===== src/rtl/bp_tag_if.sv =====
// Fetch/resolve/flush bundle for the branch tag table.
interface bp_tag_if #(
  parameter int PC_W  = 32,
  parameter int IDX_W = 8
);
  logic             lookup_valid;
  logic [PC_W-1:0]  lookup_pc;
  logic             lookup_resp_valid;
  logic             lookup_hit;
  logic [IDX_W-1:0] lookup_index;
  logic             resolve_valid;
  logic [PC_W-1:0]  resolve_pc;
  logic             resolve_taken;
  logic             resolve_ready;
  logic             flush;

  modport master (
    output lookup_valid, lookup_pc,
    output resolve_valid, resolve_pc, resolve_taken,
    output flush,
    input  lookup_resp_valid, lookup_hit, lookup_index,
    input  resolve_ready
  );

  modport slave (
    input  lookup_valid, lookup_pc,
    input  resolve_valid, resolve_pc, resolve_taken,
    input  flush,
    output lookup_resp_valid, lookup_hit, lookup_index,
    output resolve_ready
  );
endinterface


===== src/rtl/bp_tag_table.sv =====
// Branch PC tag table with round-robin allocation and counter-table control.
// Define BP_TAG_PERF_EN to build the resolve hit/miss statistic counters.
module bp_tag_table #(
  parameter int ENTRIES = 4,
  parameter int PC_W    = 32,
  parameter int IDX_W   = 8
) (
  input  logic             clk,
  input  logic             reset_n,
  bp_tag_if.slave          bus,
  output logic             ctr_set,
  output logic [IDX_W-1:0] ctr_set_index,
  output logic             ctr_feedback,
  output logic             ctr_reset,
  output logic [IDX_W-1:0] ctr_reset_index,
  output logic [31:0]      perf_hits,
  output logic [31:0]      perf_misses
);
  localparam int IW = (ENTRIES > 1) ? $clog2(ENTRIES) : 1;

  localparam logic [1:0] S_IDLE  = 2'd0;
  localparam logic [1:0] S_HIT   = 2'd1;
  localparam logic [1:0] S_ALLOC = 2'd2;
  localparam logic [1:0] S_MISS  = 2'd3;

  logic [ENTRIES-1:0] valid_q;
  logic [PC_W-1:0]    tag_q [ENTRIES];
  logic [IW-1:0]      ptr_q, ptr_d;
  logic [1:0]         state_q, state_d;
  logic               taken_q, taken_d;

  logic               set_q, set_d;
  logic               rst_q, rst_d;
  logic               fb_q, fb_d;
  logic [IDX_W-1:0]   set_idx_q, set_idx_d;
  logic [IDX_W-1:0]   rst_idx_q, rst_idx_d;

  logic               rv_q, hit_q;
  logic [IDX_W-1:0]   lidx_q;

  logic               lk_hit, rs_hit;
  logic [IW-1:0]      lk_idx, rs_idx;
  logic               accept, acc_hit, acc_miss;

  always_comb begin
    lk_hit = 1'b0;
    lk_idx = '0;
    rs_hit = 1'b0;
    rs_idx = '0;
    for (int i = 0; i < ENTRIES; i++) begin
      if (valid_q[i] && tag_q[i] == bus.lookup_pc) begin
        lk_hit = 1'b1;
        lk_idx = IW'(i);
      end
      if (valid_q[i] && tag_q[i] == bus.resolve_pc) begin
        rs_hit = 1'b1;
        rs_idx = IW'(i);
      end
    end
  end

  assign bus.resolve_ready = reset_n &&
    (state_q == S_IDLE || state_q == S_HIT);
  assign accept   = bus.resolve_valid && bus.resolve_ready;
  // A flush on the same edge drops the resolve entirely
  assign acc_hit  = accept && rs_hit && !bus.flush;
  assign acc_miss = accept && !rs_hit && !bus.flush;

  always_comb begin
    state_d   = S_IDLE;
    set_d     = 1'b0;
    rst_d     = 1'b0;
    set_idx_d = set_idx_q;
    rst_idx_d = rst_idx_q;
    fb_d      = fb_q;
    taken_d   = taken_q;
    ptr_d     = ptr_q;
    if (bus.flush) begin
      ptr_d = '0;
    end else begin
      unique case (state_q)
        S_ALLOC: begin
          state_d   = S_MISS;
          set_d     = 1'b1;
          set_idx_d = rst_idx_q;
          fb_d      = taken_q;
        end
        S_MISS: state_d = S_IDLE;
        default: begin
          if (acc_hit) begin
            state_d   = S_HIT;
            set_d     = 1'b1;
            set_idx_d = IDX_W'(rs_idx);
            fb_d      = bus.resolve_taken;
          end else if (acc_miss) begin
            state_d   = S_ALLOC;
            rst_d     = 1'b1;
            rst_idx_d = IDX_W'(ptr_q);
            taken_d   = bus.resolve_taken;
            ptr_d     = ptr_q + 1'b1;
          end
        end
      endcase
    end
  end

  always_ff @(posedge clk) begin
    if (!reset_n) begin
      valid_q   <= '0;
      ptr_q     <= '0;
      state_q   <= S_IDLE;
      taken_q   <= 1'b0;
      set_q     <= 1'b0;
      rst_q     <= 1'b0;
      fb_q      <= 1'b0;
      set_idx_q <= '0;
      rst_idx_q <= '0;
      rv_q      <= 1'b0;
      hit_q     <= 1'b0;
      lidx_q    <= '0;
    end else begin
      if (bus.flush)
        valid_q <= '0;
      else if (acc_miss)
        valid_q[ptr_q] <= 1'b1;
      ptr_q     <= ptr_d;
      state_q   <= state_d;
      taken_q   <= taken_d;
      set_q     <= set_d;
      rst_q     <= rst_d;
      fb_q      <= fb_d;
      set_idx_q <= set_idx_d;
      rst_idx_q <= rst_idx_d;
      rv_q      <= bus.lookup_valid;
      hit_q     <= bus.lookup_valid && lk_hit;
      lidx_q    <= (bus.lookup_valid && lk_hit) ?
                   IDX_W'(lk_idx) : '0;
    end
  end

  always_ff @(posedge clk) begin
    if (acc_miss && reset_n)
      tag_q[ptr_q] <= bus.resolve_pc;
  end

  assign bus.lookup_resp_valid = rv_q;
  assign bus.lookup_hit        = hit_q;
  assign bus.lookup_index      = lidx_q;
  assign ctr_set         = set_q;
  assign ctr_set_index   = set_idx_q;
  assign ctr_feedback    = fb_q;
  assign ctr_reset       = rst_q;
  assign ctr_reset_index = rst_idx_q;

`ifdef BP_TAG_PERF_EN
  logic [31:0] hits_q, miss_q;

  always_ff @(posedge clk) begin
    if (!reset_n) begin
      hits_q <= '0;
      miss_q <= '0;
    end else begin
      if (acc_hit)  hits_q <= hits_q + 32'd1;
      if (acc_miss) miss_q <= miss_q + 32'd1;
    end
  end

  assign perf_hits   = hits_q;
  assign perf_misses = miss_q;
`else
  assign perf_hits   = '0;
  assign perf_misses = '0;
`endif
endmodule


===== src/flat_wrapper.sv =====
// flat-port wrapper written by rule: the top's interface ports become plain ports
module bp_tag_table_flat 
#(
  parameter int ENTRIES = 4,
  parameter int PC_W    = 32,
  parameter int IDX_W   = 8
)
  (clk, reset_n, ctr_set, ctr_set_index, ctr_feedback, ctr_reset, ctr_reset_index, perf_hits, perf_misses, bus_lookup_valid, bus_lookup_pc, bus_resolve_valid, bus_resolve_pc, bus_resolve_taken, bus_flush, bus_lookup_resp_valid, bus_lookup_hit, bus_lookup_index, bus_resolve_ready);
  bp_tag_if #(.PC_W(PC_W), .IDX_W(IDX_W)) bus_i ();
  input  logic clk;
  input  logic reset_n;
  output logic ctr_set;
  output logic [IDX_W-1:0] ctr_set_index;
  output logic ctr_feedback;
  output logic ctr_reset;
  output logic [IDX_W-1:0] ctr_reset_index;
  output logic [31:0] perf_hits;
  output logic [31:0] perf_misses;
  input wire logic [$bits(bus_i.lookup_valid)-1:0] bus_lookup_valid;
  input wire logic [$bits(bus_i.lookup_pc)-1:0] bus_lookup_pc;
  input wire logic [$bits(bus_i.resolve_valid)-1:0] bus_resolve_valid;
  input wire logic [$bits(bus_i.resolve_pc)-1:0] bus_resolve_pc;
  input wire logic [$bits(bus_i.resolve_taken)-1:0] bus_resolve_taken;
  input wire logic [$bits(bus_i.flush)-1:0] bus_flush;
  output wire logic [$bits(bus_i.lookup_resp_valid)-1:0] bus_lookup_resp_valid;
  output wire logic [$bits(bus_i.lookup_hit)-1:0] bus_lookup_hit;
  output wire logic [$bits(bus_i.lookup_index)-1:0] bus_lookup_index;
  output wire logic [$bits(bus_i.resolve_ready)-1:0] bus_resolve_ready;
  assign bus_i.lookup_valid = bus_lookup_valid;
  assign bus_i.lookup_pc = bus_lookup_pc;
  assign bus_i.resolve_valid = bus_resolve_valid;
  assign bus_i.resolve_pc = bus_resolve_pc;
  assign bus_i.resolve_taken = bus_resolve_taken;
  assign bus_i.flush = bus_flush;
  assign bus_lookup_resp_valid = bus_i.lookup_resp_valid;
  assign bus_lookup_hit = bus_i.lookup_hit;
  assign bus_lookup_index = bus_i.lookup_index;
  assign bus_resolve_ready = bus_i.resolve_ready;
  bp_tag_table #(.ENTRIES(ENTRIES), .PC_W(PC_W), .IDX_W(IDX_W)) u_core (.clk(clk), .reset_n(reset_n), .bus(bus_i), .ctr_set(ctr_set), .ctr_set_index(ctr_set_index), .ctr_feedback(ctr_feedback), .ctr_reset(ctr_reset), .ctr_reset_index(ctr_reset_index), .perf_hits(perf_hits), .perf_misses(perf_misses));
endmodule

===== config.mk =====
export PLATFORM = sky130hd
export DESIGN_NAME = bp_tag_table_flat
export DESIGN_NICKNAME = d
export VERILOG_FILES = /design/src/rtl/bp_tag_if.sv /design/src/rtl/bp_tag_table.sv /design/src/flat_wrapper.sv
export SDC_FILE = /design/constraint.sdc
export NUM_CORES = 1
export LEC_CHECK = 0
export CORE_MARGIN = 2
export CORE_UTILIZATION = 30
export CTS_CLUSTER_DIAMETER = 120
export DETAILED_ROUTE_END_ITERATION = 10
export SLEW_MARGIN = 10
export SYNTH_ARGS = -nofsm -noshare
export SYNTH_HDL_FRONTEND = slang
export SYNTH_SLANG_ARGS = --single-unit

===== constraint.sdc =====
create_clock -name clk -period 4.05 [get_ports clk]
set_input_delay 0.6075 -clock clk [delete_from_list [all_inputs] [get_ports clk]]
set_output_delay 0.6075 -clock clk [all_outputs]
set_load 0.05 [all_outputs]

# [Yosys cells after proc, flatten, opt, wreduce, memory -nomap -nowiden]
# Memory sizes are Yosys's and may differ from the RTL's.
# Index checks and enable logic that the tools add are counted.
[totals] reg_bits=32 ram_bits=128 in_bits=70 out_inout_bits=94 word_cells=91 n_memories=1
[op_classes] addsub=1 magnitude_cmp=2 n_eq_ne=11 muxes=28 n_bitwise=6 reduce_logical=29
[mem_list] name="u_core.tag_q" depth=4 word_bits=32 read_ports=4 rd_ports_with_merged_regs=0 write_ports=1 line_no="bp_tag_table.sv:27" text="logic [PC_W-1:0] tag_q [ENTRIES];"
[op_table] cell="32-bit == test" count=8
[op_table] cell="1-bit logical AND" count=17
[op_table] cell="1-bit two-way mux" count=16
[op_table] cell="8-bit one-hot mux with 2 select lines" count=1
[op_table] cell="2-bit two-way mux" count=6
[op_table] cell="8-bit two-way mux" count=1
[op_table] cell="3-bit AND reduction" count=2
[op_table] cell="1-bit NOT" count=5
[op_table] cell="5-bit OR reduction" count=1
[op_table] cell="2-bit == test (second input constant)" count=2
[op_table] cell="4-bit bitwise OR" count=1
[op_table] cell="1-bit one-hot mux with 2 select lines" count=2
[op_table] cell="2-bit one-hot mux with 2 select lines" count=1
[op_table] cell="4-bit AND reduction" count=1
[op_table] cell="2-bit OR reduction" count=2
[op_table] cell="2-bit by 3-bit less-than comparator with 1-bit output (second input constant)" count=1
[op_table] cell="2-bit by 1-bit adder with 2-bit output (second input constant)" count=1
[op_table] cell="1-bit demux with 2-bit select" count=1
[op_table] cell="2-bit by 1-bit == test with 1-bit output (second input constant)" count=1
[op_table] cell="2-bit by 1-bit >= comparator with 1-bit output (second input constant)" count=1
[op_table] cell="1-bit logical NOT" count=2
[op_table] cell="2-bit logical NOT" count=1
[op_table] cell="2-bit AND reduction" count=1
[op_table] cell="2-bit nonzero test" count=1
[op_table] cell="1-bit logical OR" count=1

# [Longest topological paths before layout]
# An unclocked memory read counts as a cell.
[depth] depth_word=13 mapped_depth=8

# [Worst setup path after synthesis]
# OpenSTA, ideal clock, no wires.
[synth_timing] path_kind="input port to flip-flop" startpoint="input bus_resolve_pc[24]" endpoint="register u_core.valid_q[0]" arrival_ns=2.471 slack_ns=1.464 path_stages=8 n_path_buf=1 path_cell_list="xor2_1 nor4_1 nand4_1 or4_4 and4_1 buf_6 and3_4 o21a_1"
[synth_between] elab_chain_len=9 word_cells_on_any_way=15 classes_between="eq/ne (4); mux (4); reduce/logical (7)"
[synth_lines] element="start: declaration" line_no="flat_wrapper.sv:22" text="input wire logic [$bits(bus_i.resolve_pc)-1:0] bus_resolve_pc;"
[synth_lines] element="32-bit == test" line_no="bp_tag_table.sv:55" text="if (valid_q[i] && tag_q[i] == bus.resolve_pc) begin"
[synth_lines] element="1-bit logical AND" line_no="bp_tag_table.sv:55"
[synth_lines] element="1-bit two-way mux (3 in a row)" line_no="bp_tag_table.sv:55"
[synth_lines] element="1-bit two-way mux *" line_no="bp_tag_table.sv:55"
[synth_lines] element="1-bit logical NOT *" line_no="bp_tag_table.sv:67" text="assign acc_miss = accept && !rs_hit && !bus.flush;"
[synth_lines] element="1-bit logical AND * (2 in a row)" line_no="bp_tag_table.sv:67"
[synth_lines] element="end signal: assignment" line_no="bp_tag_table.sv:109" text="valid_q <= '0;"
[synth_lines] element="end signal: assignment" line_no="bp_tag_table.sv:123" text="valid_q <= '0;"
[synth_lines] element="end signal: indexed assignment" line_no="bp_tag_table.sv:125" text="valid_q[ptr_q] <= 1'b1;"
[synth_lines] element="end: declaration" line_no="bp_tag_table.sv:26" text="logic [ENTRIES-1:0] valid_q;"
# Every way passes the cells marked *; elsewhere a longest branch is shown, timed or not.
# A chain may end at the register's enable or synchronous reset.

# [Final worst setup path]
[layout_timing] startpoint="input bus_resolve_pc[7]" endpoint="register u_core.valid_q[0]"
# The elaborated chain is that of the path after synthesis.

==> results.ini <==
[worst_setup_path]
worstPathMaxFanout = 33
crit_start = bus_resolve_pc[7]
reg2regPathDepth = 7
cp_data_arrival_time_ps = 3780
crit_buf_inv = 1
critical_path_class = input port to flip-flop
r2r-start = u_core.tag_q[0][24]
cp-start-kind = input port
r2r_end = u_core.valid_q[0]
crit_slowest_cell = nor4_1
critPathRequiredTime_ps = 4380
rrSetupSlack_ps = 1000
path_cells = clkdlybuf4s50_1 > xor2_1 > nor4_1 > nand4_1 > or3_2 > and4_1 > and3_4 > o21a_1
cpLargestDelayFamily = simple AND/OR/NAND/NOR gates
critPathMaxStageDelay_ps = 630
crit_path_end_kind = flip-flop

[sta]
setup_tns_ps = 0
fin_skew_ps = 10.1
fin_ws_ps = 599
hold_viol_final = 0
layout_min_cycle_time_ps = 3450
rsz0062_at_grt = no
finalCritPeriodShare = 0.852
finalSetupViolations = 0
worst_pin_slew_ps = 873
slew_headroom = 0.412
clock.fmax_mhz = 290
slew_viol_final = 0

[floorplanning]
ioPinCount = 164
rows = 60
core_area_mm2 = 0.0269
die-area_mm2 = 0.0287
die_h_um = 169
initial_core_util = 0.305
die_x_um = 169

[synthesis]
synth_commonest_cells = 147 x xnor2_1, 128 x edfxtp_1, 109 x xor2_1
yosys.area.top_type = edfxtp_1
synth_cell_types = 37
ys_seq_elements = 147
synth_edf_count = 128
yosysMostFrequentCell = xnor2_1
netlist_area_mm2 = 0.00820
async_flop_share = 0
avgSynthCellArea_um2 = 12.2
ys_seq_area_frac = 0.515
yosysWarnings = 0
synthCells = 674
synth_top_area_share = 0.469
synthTopCellsByArea = edfxtp_1 47%, xnor2_1 16%, xor2_1 12%, buf_4 7.5%, dfxtp_1 4.6%
synthFlopType = edfxtp_1

[power_and_ir_drop]
powerDensity_mw_per_mm2 = 386
ir_drop_uv = 218
leakage_uw = 0.00320
power_uw = 3710

[worst_hold_path]
hold_path_end = u_core.ctr_set_index[0]
holdPathStages = 2
min-delay-start = u_core.ctr_set_index[0]
hold_path.class = flip-flop to flip-flop

[clock_network]
numCtsBuffers = 17
cts_sinks = 147
ctsResizeCount = 0
holdBufCountCts = 0
clkTransAtPathRegs_ps = 60
cts_tree = done
post-cts-setup-buffers = 0
ctsRootBufferMaster = clkbuf_16
clock_path_buffers = 2
h-tree-depth = 4
clock_latency_ps = 440

[layout]
fin_nets = 827
syn_to_final_growth_pct = 17.4
instances_no_fill = 1105
drive_above_1_share = 0.0641
n_antenna_cell = 0

[placement]
port_buffers = 81
dp_hpwl_um = 17900
dpl_worst_slack_ps = 174
place_inst = 1075
routabilityCongestion = 0.897

[global_routing]
grt_pass1_wl_um = 33100
grt_pass1_vias = 5055
grt_max_degree = 34
grt_overflow = 0
antenna_found_initial = 0
grt.total_usage = 0.162

[drt]
drc = 0
post_drt_wl_per_cell_um = 20.9
ant_nets = 0
drt_iter0_drc = 424
drt_wl_total_um = 23100
vias_per_cell = 4.65
dr.pass1.iters = 4
routed-via-count = 5141

[run_status]
status = complete, no violations

[run]
cap_viol_max_count = 0

[cell families (layout without fill, tap and decap cells)]
group / Yosys count / after routing / share of synthesized area
other cells: 1 / 82 / 0.000458
compound gates: 22 / 22 / 0.0176
mux: 4 / 4 / 0.00504
xor+xnor: 256 / 256 / 0.274
flops: 147 / 147 / 0.515
buf+inv: 118 / 127 / 0.0925
fa+ha+maj: 4 / 4 / 0.00611
simple gates: 122 / 122 / 0.0894
[state kept, by name (all words and copies together) (netlist names)]
name	flops
u_core.bus.lookup_index	2
u_core.ctr_reset	1
u_core.bus.lookup_resp_valid	1
u_core.ctr_reset_index	2
u_core.ptr_q	2
u_core.valid_q	4
u_core.tag_q	128
u_core.ctr_set_index	2
u_core.taken_q	1
u_core.state_q	2
u_core.bus.lookup_hit	1
u_core.ctr_feedback	1
[power by group]
part	total, µW	internal, µW	switching (µW)
registers	1670	1660	10.2
logic	532	160	372
clock network	1510	840	671
total	3710	2660	1050
[stage by stage]
stage | area, µm² | util | hold slack [ps]
final | 9620 | 0.358 | 468
after global routing | 9620 | 0.358 | 489
after CTS | 9620 | 0.358 | 469
after detailed placement | 9080 | 0.338 | 455
after global placement | 9080 | 0.338 | 451
after floorplan | 8500 | - | 451
[layout make-up]
cell class,count,area (µm²)
clock buffers,18,429
inverters,4,15.0
clock inverters,12,108
flip-flops and latches,147,4220
repair buffers,93,901
multi-input cells,490,3520
well taps,341,427
fillers,2631,17300
[cell usage in the layout (no fill, tap or decap), types with 9 or more instances in the layout]
| cell | n |
|---|---|
| nand4_1 | 39 |
| nand3_1 | 16 |
| nor4_1 | 32 |
| xnor2_1 | 147 |
| clkbuf_16 | 17 |
| conb_1 | 82 |
| nand2_1 | 9 |
| buf_4 | 12 |
| xor2_1 | 109 |
| dfxtp_1 | 19 |
| edfxtp_1 | 128 |
| clkdlybuf4s50_1 | 81 |
[metal layers]
metal	part of all wire	GRT usage	up-vias	wire length [µm]
met5	0	0	-	0
met3	0.073	0.0401	23	1690
met2	0.47	0.261	262	11000
met4	0.014	0.0446	0	330
met1	0.44	0.216	2514	10200
li1	-	-	2342	-
[worst reg2reg max path: stages (launching register included)]
cell	delay (ps)
edfxtp_1	420
xor2_1	200
nor4_1	600
nand4_1	160
or3_2	560
and4_1	340
and3_4	400
o21a_1	250
[worst max-delay path by stage]
stage | to | slack (ps) | cells past startpoint
5_1_grt | u_core.valid_q[0] | 440 | 8
3_3_place_gp | u_core.valid_q[0] | 240 | 8
3_5_place_dp | u_core.valid_q[3] | 170 | 8
4_1_cts | u_core.valid_q[3] | 620 | 8
2_1_floorplan | u_core.valid_q[0] | 1460 | 8
6_report | u_core.valid_q[0] | 600 | 8
No activity file was read; power rests on OpenSTA's default activity.
